`src/rtl/boxhead_pkg.sv`:
```
// Shared types and constants for the sprite blitter.
package boxhead_pkg;

    localparam int unsigned ADDR_W            = 20;
    localparam int unsigned SCREEN_W          = 640;
    localparam int unsigned SCREEN_H          = 480;
    localparam logic [3:0]  TRANSPARENT_INDEX = 4'd0;

    typedef logic [9:0]         coord_t;
    typedef logic signed [11:0] scoord_t;
    typedef logic [ADDR_W-1:0]  addr_t;

    typedef enum logic [2:0] {
        IDLE,
        FETCH,
        EVAL,
        WRITE,
        DONE
    } blit_state_t;

    // True when a signed destination coordinate lands inside the frame.
    function automatic logic on_screen(input scoord_t dx, input scoord_t dy);
        return !dx[11] && !dy[11] &&
               (dx < scoord_t'(SCREEN_W)) && (dy < scoord_t'(SCREEN_H));
    endfunction

endpackage

```
`src/rtl/sprite_blitter_if.sv`:
```
// Sprite-memory read path and frame-buffer write path of the blitter.
interface sprite_blitter_if;

    logic [boxhead_pkg::ADDR_W-1:0] src_addr;
    logic [3:0]                     src_index;
    logic [15:0]                    src_color;
    boxhead_pkg::coord_t            program_x;
    boxhead_pkg::coord_t            program_y;
    logic [15:0]                    program_data;
    logic                           program_write;
    logic                           program_ready;

    modport master (
        output src_addr, program_x, program_y, program_data, program_write,
        input  src_index, src_color, program_ready
    );

    modport slave (
        input  src_addr, program_x, program_y, program_data, program_write,
        output src_index, src_color, program_ready
    );

endinterface

```
`src/rtl/blit_addr_gen.sv`:
```
// Walks the sprite raster: column/row counters, source address and destination.
module blit_addr_gen
    import boxhead_pkg::*;
(
    input  logic              clk,
    input  logic              reset,
    input  logic              load,
    input  logic              advance,
    input  addr_t             cmd_base,
    input  logic [9:0]        cmd_width,
    input  logic [9:0]        cmd_height,
    input  logic [10:0]       cmd_x,
    input  logic [10:0]       cmd_y,
    input  logic              cmd_flip,
    output addr_t             addr_c,
    output scoord_t           dx_c,
    output scoord_t           dy_c,
    output logic              last_c
);

    logic [9:0]  width_q;
    logic [9:0]  height_q;
    logic [10:0] x_q;
    logic [10:0] y_q;
    logic        flip_q;
    logic [9:0]  col_q;
    logic [9:0]  row_q;
    addr_t       row_base_q;
    logic [9:0]  col_src_c;
    logic        row_end_c;

    // Command latch and raster counters; row_base steps by width, no multiply.
    always_ff @(posedge clk) begin
        if (reset) begin
            width_q    <= '0;
            height_q   <= '0;
            x_q        <= '0;
            y_q        <= '0;
            flip_q     <= 1'b0;
            col_q      <= '0;
            row_q      <= '0;
            row_base_q <= '0;
        end else if (load) begin
            width_q    <= cmd_width;
            height_q   <= cmd_height;
            x_q        <= cmd_x;
            y_q        <= cmd_y;
            flip_q     <= cmd_flip;
            col_q      <= '0;
            row_q      <= '0;
            row_base_q <= cmd_base;
        end else if (advance) begin
            if (row_end_c) begin
                col_q      <= '0;
                row_q      <= row_q + 10'd1;
                row_base_q <= row_base_q + ADDR_W'(width_q);
            end else begin
                col_q      <= col_q + 10'd1;
            end
        end
    end

    // Source column mirror, address, signed destination and last-pixel flag.
    always_comb begin
        row_end_c = (col_q == width_q - 10'd1);
        col_src_c = flip_q ? (width_q - 10'd1 - col_q) : col_q;
        addr_c    = row_base_q + ADDR_W'(col_src_c);
        dx_c      = scoord_t'({x_q[10], x_q}) + scoord_t'({2'b00, col_q});
        dy_c      = scoord_t'({y_q[10], y_q}) + scoord_t'({2'b00, row_q});
        last_c    = row_end_c && (row_q == height_q - 10'd1);
    end

endmodule

```
`src/rtl/sprite_blitter.sv`:
```
// Sprite copy engine: fetches sprite pixels and writes opaque on-screen ones.
module sprite_blitter
    import boxhead_pkg::*;
(
    input  logic              clk,
    input  logic              reset,
    input  logic              start,
    input  addr_t             cmd_base,
    input  logic [9:0]        cmd_width,
    input  logic [9:0]        cmd_height,
    input  logic [10:0]       cmd_x,
    input  logic [10:0]       cmd_y,
    input  logic              cmd_flip,
    output logic              busy,
    output logic              done,
    sprite_blitter_if.master  bus
);

    blit_state_t state_q, state_d;
    logic        busy_q, busy_d;
    logic        done_q, done_d;
    addr_t       src_addr_q, src_addr_d;
    scoord_t     dx_q, dx_d;
    scoord_t     dy_q, dy_d;
    coord_t      px_q, px_d;
    coord_t      py_q, py_d;
    logic [15:0] pdata_q, pdata_d;
    logic        pwrite_q, pwrite_d;

    logic        load_c;
    logic        advance_c;
    addr_t       addr_c;
    scoord_t     dx_c;
    scoord_t     dy_c;
    logic        last_c;
    logic        skip_c;

    blit_addr_gen u_addr_gen (
        .clk        (clk),
        .reset      (reset),
        .load       (load_c),
        .advance    (advance_c),
        .cmd_base   (cmd_base),
        .cmd_width  (cmd_width),
        .cmd_height (cmd_height),
        .cmd_x      (cmd_x),
        .cmd_y      (cmd_y),
        .cmd_flip   (cmd_flip),
        .addr_c     (addr_c),
        .dx_c       (dx_c),
        .dy_c       (dy_c),
        .last_c     (last_c)
    );

    // State and registered outputs.
    always_ff @(posedge clk) begin
        if (reset) begin
            state_q    <= IDLE;
            busy_q     <= 1'b0;
            done_q     <= 1'b0;
            src_addr_q <= '0;
            dx_q       <= '0;
            dy_q       <= '0;
            px_q       <= '0;
            py_q       <= '0;
            pdata_q    <= '0;
            pwrite_q   <= 1'b0;
        end else begin
            state_q    <= state_d;
            busy_q     <= busy_d;
            done_q     <= done_d;
            src_addr_q <= src_addr_d;
            dx_q       <= dx_d;
            dy_q       <= dy_d;
            px_q       <= px_d;
            py_q       <= py_d;
            pdata_q    <= pdata_d;
            pwrite_q   <= pwrite_d;
        end
    end

    // Next state, next output values and counter strobes.
    always_comb begin
        state_d    = state_q;
        busy_d     = busy_q;
        done_d     = 1'b0;
        src_addr_d = src_addr_q;
        dx_d       = dx_q;
        dy_d       = dy_q;
        px_d       = px_q;
        py_d       = py_q;
        pdata_d    = pdata_q;
        pwrite_d   = pwrite_q;
        load_c     = 1'b0;
        advance_c  = 1'b0;
        skip_c     = (bus.src_index == TRANSPARENT_INDEX) || !on_screen(dx_q, dy_q);

        case (state_q)
            IDLE: begin
                if (start) begin
                    load_c = 1'b1;
                    if ((cmd_width == 10'd0) || (cmd_height == 10'd0)) begin
                        state_d = DONE;
                        done_d  = 1'b1;
                    end else begin
                        state_d = FETCH;
                        busy_d  = 1'b1;
                    end
                end
            end
            FETCH: begin
                src_addr_d = addr_c;
                dx_d       = dx_c;
                dy_d       = dy_c;
                state_d    = EVAL;
            end
            EVAL: begin
                if (skip_c) begin
                    advance_c = 1'b1;
                    if (last_c) begin
                        state_d = DONE;
                        done_d  = 1'b1;
                        busy_d  = 1'b0;
                    end else begin
                        state_d = FETCH;
                    end
                end else begin
                    px_d     = dx_q[9:0];
                    py_d     = dy_q[9:0];
                    pdata_d  = bus.src_color;
                    pwrite_d = 1'b1;
                    state_d  = WRITE;
                end
            end
            WRITE: begin
                if (bus.program_ready) begin
                    pwrite_d  = 1'b0;
                    advance_c = 1'b1;
                    if (last_c) begin
                        state_d = DONE;
                        done_d  = 1'b1;
                        busy_d  = 1'b0;
                    end else begin
                        state_d = FETCH;
                    end
                end
            end
            DONE: begin
                state_d = IDLE;
            end
            default: begin
                state_d = IDLE;
            end
        endcase
    end

    assign busy              = busy_q;
    assign done              = done_q;
    assign bus.src_addr      = src_addr_q;
    assign bus.program_x     = px_q;
    assign bus.program_y     = py_q;
    assign bus.program_data  = pdata_q;
    assign bus.program_write = pwrite_q;

endmodule

```
`src/flat_wrapper.sv`:
```
// flat-port wrapper written by rule: the top's interface ports become plain ports
module sprite_blitter_flat import boxhead_pkg::*;
  (clk, reset, start, cmd_base, cmd_width, cmd_height, cmd_x, cmd_y, cmd_flip, busy, done, bus_src_addr, bus_program_x, bus_program_y, bus_program_data, bus_program_write, bus_src_index, bus_src_color, bus_program_ready);
  sprite_blitter_if bus_i ();
  input  logic clk;
  input  logic reset;
  input  logic start;
  input  addr_t cmd_base;
  input  logic [9:0] cmd_width;
  input  logic [9:0] cmd_height;
  input  logic [10:0] cmd_x;
  input  logic [10:0] cmd_y;
  input  logic cmd_flip;
  output logic busy;
  output logic done;
  output wire logic [$bits(bus_i.src_addr)-1:0] bus_src_addr;
  output wire logic [$bits(bus_i.program_x)-1:0] bus_program_x;
  output wire logic [$bits(bus_i.program_y)-1:0] bus_program_y;
  output wire logic [$bits(bus_i.program_data)-1:0] bus_program_data;
  output wire logic [$bits(bus_i.program_write)-1:0] bus_program_write;
  input wire logic [$bits(bus_i.src_index)-1:0] bus_src_index;
  input wire logic [$bits(bus_i.src_color)-1:0] bus_src_color;
  input wire logic [$bits(bus_i.program_ready)-1:0] bus_program_ready;
  assign bus_src_addr = bus_i.src_addr;
  assign bus_program_x = bus_i.program_x;
  assign bus_program_y = bus_i.program_y;
  assign bus_program_data = bus_i.program_data;
  assign bus_program_write = bus_i.program_write;
  assign bus_i.src_index = bus_src_index;
  assign bus_i.src_color = bus_src_color;
  assign bus_i.program_ready = bus_program_ready;
  sprite_blitter u_core (.clk(clk), .reset(reset), .start(start), .cmd_base(cmd_base), .cmd_width(cmd_width), .cmd_height(cmd_height), .cmd_x(cmd_x), .cmd_y(cmd_y), .cmd_flip(cmd_flip), .busy(busy), .done(done), .bus(bus_i));
endmodule
```
`config.mk`:
```
export PLATFORM = sky130hd
export DESIGN_NAME = sprite_blitter_flat
export DESIGN_NICKNAME = d
export VERILOG_FILES = /design/src/rtl/boxhead_pkg.sv /design/src/rtl/sprite_blitter_if.sv /design/src/rtl/blit_addr_gen.sv /design/src/rtl/sprite_blitter.sv /design/src/flat_wrapper.sv
export SDC_FILE = /design/constraint.sdc
export NUM_CORES = 1
export LEC_CHECK = 0
export BUFFER_PORTS_ARGS = -buffer_cell sky130_fd_sc_hd__buf_2
export CAP_MARGIN = 20
export CORE_MARGIN = 2
export CORE_UTILIZATION = 52
export DETAILED_ROUTE_END_ITERATION = 12
export HOLD_SLACK_MARGIN = 0.06
export PLACE_DENSITY = 0.77
export SETUP_SLACK_MARGIN = 0.02
export SYNTH_ARGS = -nofsm -noshare
export SYNTH_HDL_FRONTEND = slang
export SYNTH_SLANG_ARGS = --single-unit
```
`constraint.sdc`:
```
create_clock -name clk -period 4.5 [get_ports clk]
set_clock_uncertainty 0.05 [all_clocks]
set_input_delay 0.9 -clock clk [delete_from_list [all_inputs] [get_ports clk]]
set_output_delay 0.9 -clock clk [all_outputs]
set_load 0.03 [all_outputs]
```
==> Flow_metrics.wiki <==
{| class="wikitable"
! Metric !! Value
|-
| Die Span Y || 137.1 um
|-
| Placed wire-length estimate after detailed placement || 16,590 um
|-
| Number of buffers inserted for hold repair after clock tree synthesis || 0
|-
| Post-synth top cells || 240 x nand2_1, 169 x dfxtp_1, 136 x a21oi_1, 92 x nor2_1, 54 x ha_1
|-
| Critical Path Fanout Max || 6
|-
| Post-Route WL || 23,050 um
|-
| Maximum Capacitance Violations || 0
|-
| Top-level I/O count || 146
|-
| Portion of the post-synthesis area used by sequential elements || 0.3672
|-
| Insertion delay of the later-clocked pin in the worst-skew pair || 0.44 ns
|-
| Fin crit period || 4.282 ns
|-
| Global placement routability congestion || 0.9274
|-
| Global-route usage over all layers || 0.2521
|-
| Part of the cycle the worst path needs || 0.9515
|-
| RSZ-0062 raised after global routing || yes
|-
| Min-delay worst type || reg -> reg
|-
| Sw Ratio || 0.2914
|-
| Power density over the cells || 364.9 mW/mm^2
|-
| Number of placement rows || 48
|-
| Number of flops mapped to enable cells by yosys || 0
|-
| Final count of negative-setup-slack endpoints || 0
|-
| TritonCTS clock tree || built
|-
| Outcome || completed
|-
| Distinct cells, synth || 66
|-
| Sum of overflow across all layers after global routing || 0
|-
| Antenna violations before repair || 1
|-
| Number of standard cells after synthesis || 1,151
|-
| Number of iterations in the first detailed-routing pass || 5
|-
| First-pass GRT wire length || 37,590 um
|-
| Core region area || 0.01730 mm^2
|-
| Overall die width || 137.1 um
|-
| Via total after detailed routing || 8,521
|-
| Synth Cell Area || 0.009214 mm^2
|-
| Required @ worst endpoint || 4.78 ns
|-
| Top cells by area, synth || dfxtp_1 37%, nand2_1 9.8%, a21oi_1 7.4%
|-
| Number of fill cells || 1,564
|-
| Peak VDD IR || 0.2913 mV
|-
| Number of warning messages in the yosys log || 0
|-
| Clock Pin Slew Worst Setup and Hold Paths || 0.06 ns
|-
| Sequential share of power || 0.424
|-
| Highest achievable clock rate || 0.2335 GHz
|-
| Synth Flop Type || dfxtp_1
|-
| Leakage power of the design || 4.396 nW
|-
| Total clock buffers created by CTS || 17
|-
| Number of synthesized register bits || 169
|-
| Hold Violations, Final || 0
|-
| Maximum clock insertion buffer count || 2
|-
| Power share of the combinational group || 0.182
|-
| Fraction of final layout cells with drive strength greater than 1 || 0.1624
|-
| Cell type contributing the most total cell area after synthesis || dfxtp_1
|-
| Fraction of synthesized cell area taken by the top area cell type || 0.3672
|-
| Vias per std cell || 5.681
|-
| # port buffers || 145
|-
| Worst-Margin Slew || 1.061 ns
|-
| Worst setup path class || reg -> reg
|-
| Sum of internal, switching and leakage power || 3.894 mW
|-
| # diodes || 0
|-
| Internal portion of total power || 2.759 mW
|-
| H-tree depth || 4
|-
| Slew headroom || 0.2900
|-
| Number of max-slew violations in the final report || 0
|-
| Post-synthesis average cell area || 8.005 um^2
|-
| Worst setup SP type || flop
|-
| Iteration-0 DRC count of the detailed router || 508
|-
| Initial Utilization || 0.5327
|-
| Clock sinks || 169
|-
| Library cell with the highest instance count after synthesis || nand2_1
|-
| Signed area change from the synthesized netlist to the final layout || 15.81%
|-
| Switching power || 1.135 mW
|-
| Remaining design rule violation count || 0
|-
| Via count of the first global-routing pass || 7,820
|-
| Largest net degree at the start of global routing || 88
|-
| Critical path capture point type || flop
|-
| Total negative slack || 0 ns
|-
| Share of async-settable or async-resettable flops after synthesis || 0
|-
| Master cell of the clock root buffer || clkbuf_16
|-
| Proportion of power drawn by the clock network || 0.394
|-
| Arr. time, crit path || 4.56 ns
|-
| Average wire per cell in the routed design || 15.37 um
|-
| Die footprint || 0.01880 mm^2
|-
| Synth Net Count || 1,297
|-
| Number of nets with antenna violations after routing || 0
|-
| Number of nets in the final layout || 1,410
|}
worst paths after layout:
kind                                                  start                                    to  slack, ns  cells after the start
setup / recovery  u_core.u_addr_gen.width_q[0]$_SDFFE_PP0P_  u_core.bus.src_addr[15]$_SDFFE_PP0P_       0.22                     17
setup reg to reg  u_core.u_addr_gen.width_q[0]$_SDFFE_PP0P_  u_core.bus.src_addr[15]$_SDFFE_PP0P_       0.22                     17
hold / removal                 u_core.dx_q[11]$_SDFFE_PP0P_          u_core.dx_q[11]$_SDFFE_PP0P_       0.39                      2
hold reg to reg                u_core.dx_q[11]$_SDFFE_PP0P_          u_core.dx_q[11]$_SDFFE_PP0P_       0.39                      2
logic make-up (layout without fill, tap and decap cells):
family | count (synthesis) | after routing | synth area share
adders and majority gates | 59 | 59 | 0.08419
AOI/OAI and AO/OA | 275 | 275 | 0.1892
buffers and inverters | 93 | 217 | 0.04210
DFF | 169 | 169 | 0.3672
and+or+nand+nor | 474 | 474 | 0.2382
muxes | 5 | 5 | 0.005432
xor gates and xnor gates | 76 | 76 | 0.07374
cells in the final DEF (no fill, tap or decap), types with 4 or more instances in the layout:
cell and instances:
a41oi_1 4, nand2b_1 9, fa_1 5, nor4b_1 5, dfxtp_1 169, nand3_1 19, nor4_1 10, o21ai_0 32
or4_1 4, and3_1 15, buf_2 144, or2_2 5, o21a_1 5, nand2_1 239, a311o_1 4, xnor2_1 42
or3_1 5, o31ai_1 4, a211oi_1 19, and4_1 8, inv_1 35, inv_6 4, ha_1 53, a31oi_1 10
buf_4 8, mux2i_1 5, a21o_1 12, o211ai_1 6, clkbuf_16 17, a311oi_1 8, nor2b_1 13, a21oi_1 136
nand4_1 12, xor2_1 33, nor2_1 92, a22o_1 7, and2_1 4, nor3_1 19
timing repair:
item / in CTS / in global routing
setup buffers: 0 / 0
gates resized for setup: 0 / 5
hold endpoints to repair: 0 / 0
setup endpoints to repair: 0 / 10
per-layer routing:
metal  part of all wire  track usage  up-vias
met5            0.00056            0        -
met3              0.058      0.04481       46
met4              0.024      0.09679        2
li1                   -            -     4273
met2               0.46       0.4057      263
met1               0.46       0.3363     3937
critical path, stage by stage, from the launching register on:
cell	delay [ns]
dfxtp_1	0.36
or4_4	0.59
nor2_1	0.13
xor2_1	0.21
ha_1	0.32
a21o_1	0.22
a21o_1	0.19
a221oi_2	0.28
xnor2_1	0.09
nand2_1	0.06
o21ai_0	0.13
ha_1	0.42
nand2_1	0.09
o311ai_1	0.38
buf_4	0.20
mux2i_1	0.18
nor4_1	0.07
a21o_1	0.19
cell type report:
class / count / area (um^2) / area share
clock buffer: 19 / 452.9 / 0.04245
clock inverter: 11 / 158.9 / 0.01489
inverter: 35 / 131.4 / 0.01231
multi-input combinational: 889 / 5482 / 0.5137
sequential: 169 / 3383 / 0.3171
tap: 225 / 281.5 / 0.02638
timing repair buffer: 152 / 780.7 / 0.07317
flip-flops by register name (all words and copies together) (netlist names):
signal,cells
u_core.u_addr_gen.y_q,11
u_core.u_addr_gen.row_base_q,20
u_core.u_addr_gen.row_q,10
u_core.u_addr_gen.width_q,10
u_core.dx_q,12
u_core.bus.program_y,10
u_core.busy,1
u_core.dy_q,12
u_core.bus.program_x,10
u_core.state_q,3
u_core.u_addr_gen.height_q,10
u_core.u_addr_gen.x_q,11
u_core.bus.program_data,16
u_core.bus.src_addr,20
u_core.u_addr_gen.col_q,10
u_core.done,1
u_core.bus.program_write,1
u_core.u_addr_gen.flip_q,1
stage by stage:
step | setup slack [ns] | cells | hold slack [ns] | util | instance area [um^2]
2_1_floorplan | 0.3432 | 1151 | 0.3724 | - | 9214
3_3_place_gp | 0.3467 | 1470 | 0.3842 | 0.5803 | 10040
3_5_place_dp | 0.2544 | 1470 | 0.3852 | 0.5803 | 10040
4_1_cts | 0.1593 | 1500 | 0.3947 | 0.6157 | 10650
5_1_grt | 0.003790 | 1500 | 0.4134 | 0.6169 | 10670
6_report | 0.2182 | 1500 | 0.3931 | 0.6169 | 10670
power groups by stage:
stage | combinational [mW] | clock [mW] | sequential [mW]
2_1_floorplan | 0.489 | 0 | 1.69
3_3_place_gp | 0.675 | 0 | 1.68
3_5_place_dp | 0.690 | 0 | 1.68
4_1_cts | 0.698 | 1.57 | 1.65
5_1_grt | 0.790 | 1.62 | 1.66
6_report | 0.709 | 1.53 | 1.65
No activity file was read; power rests on OpenSTA's default activity.
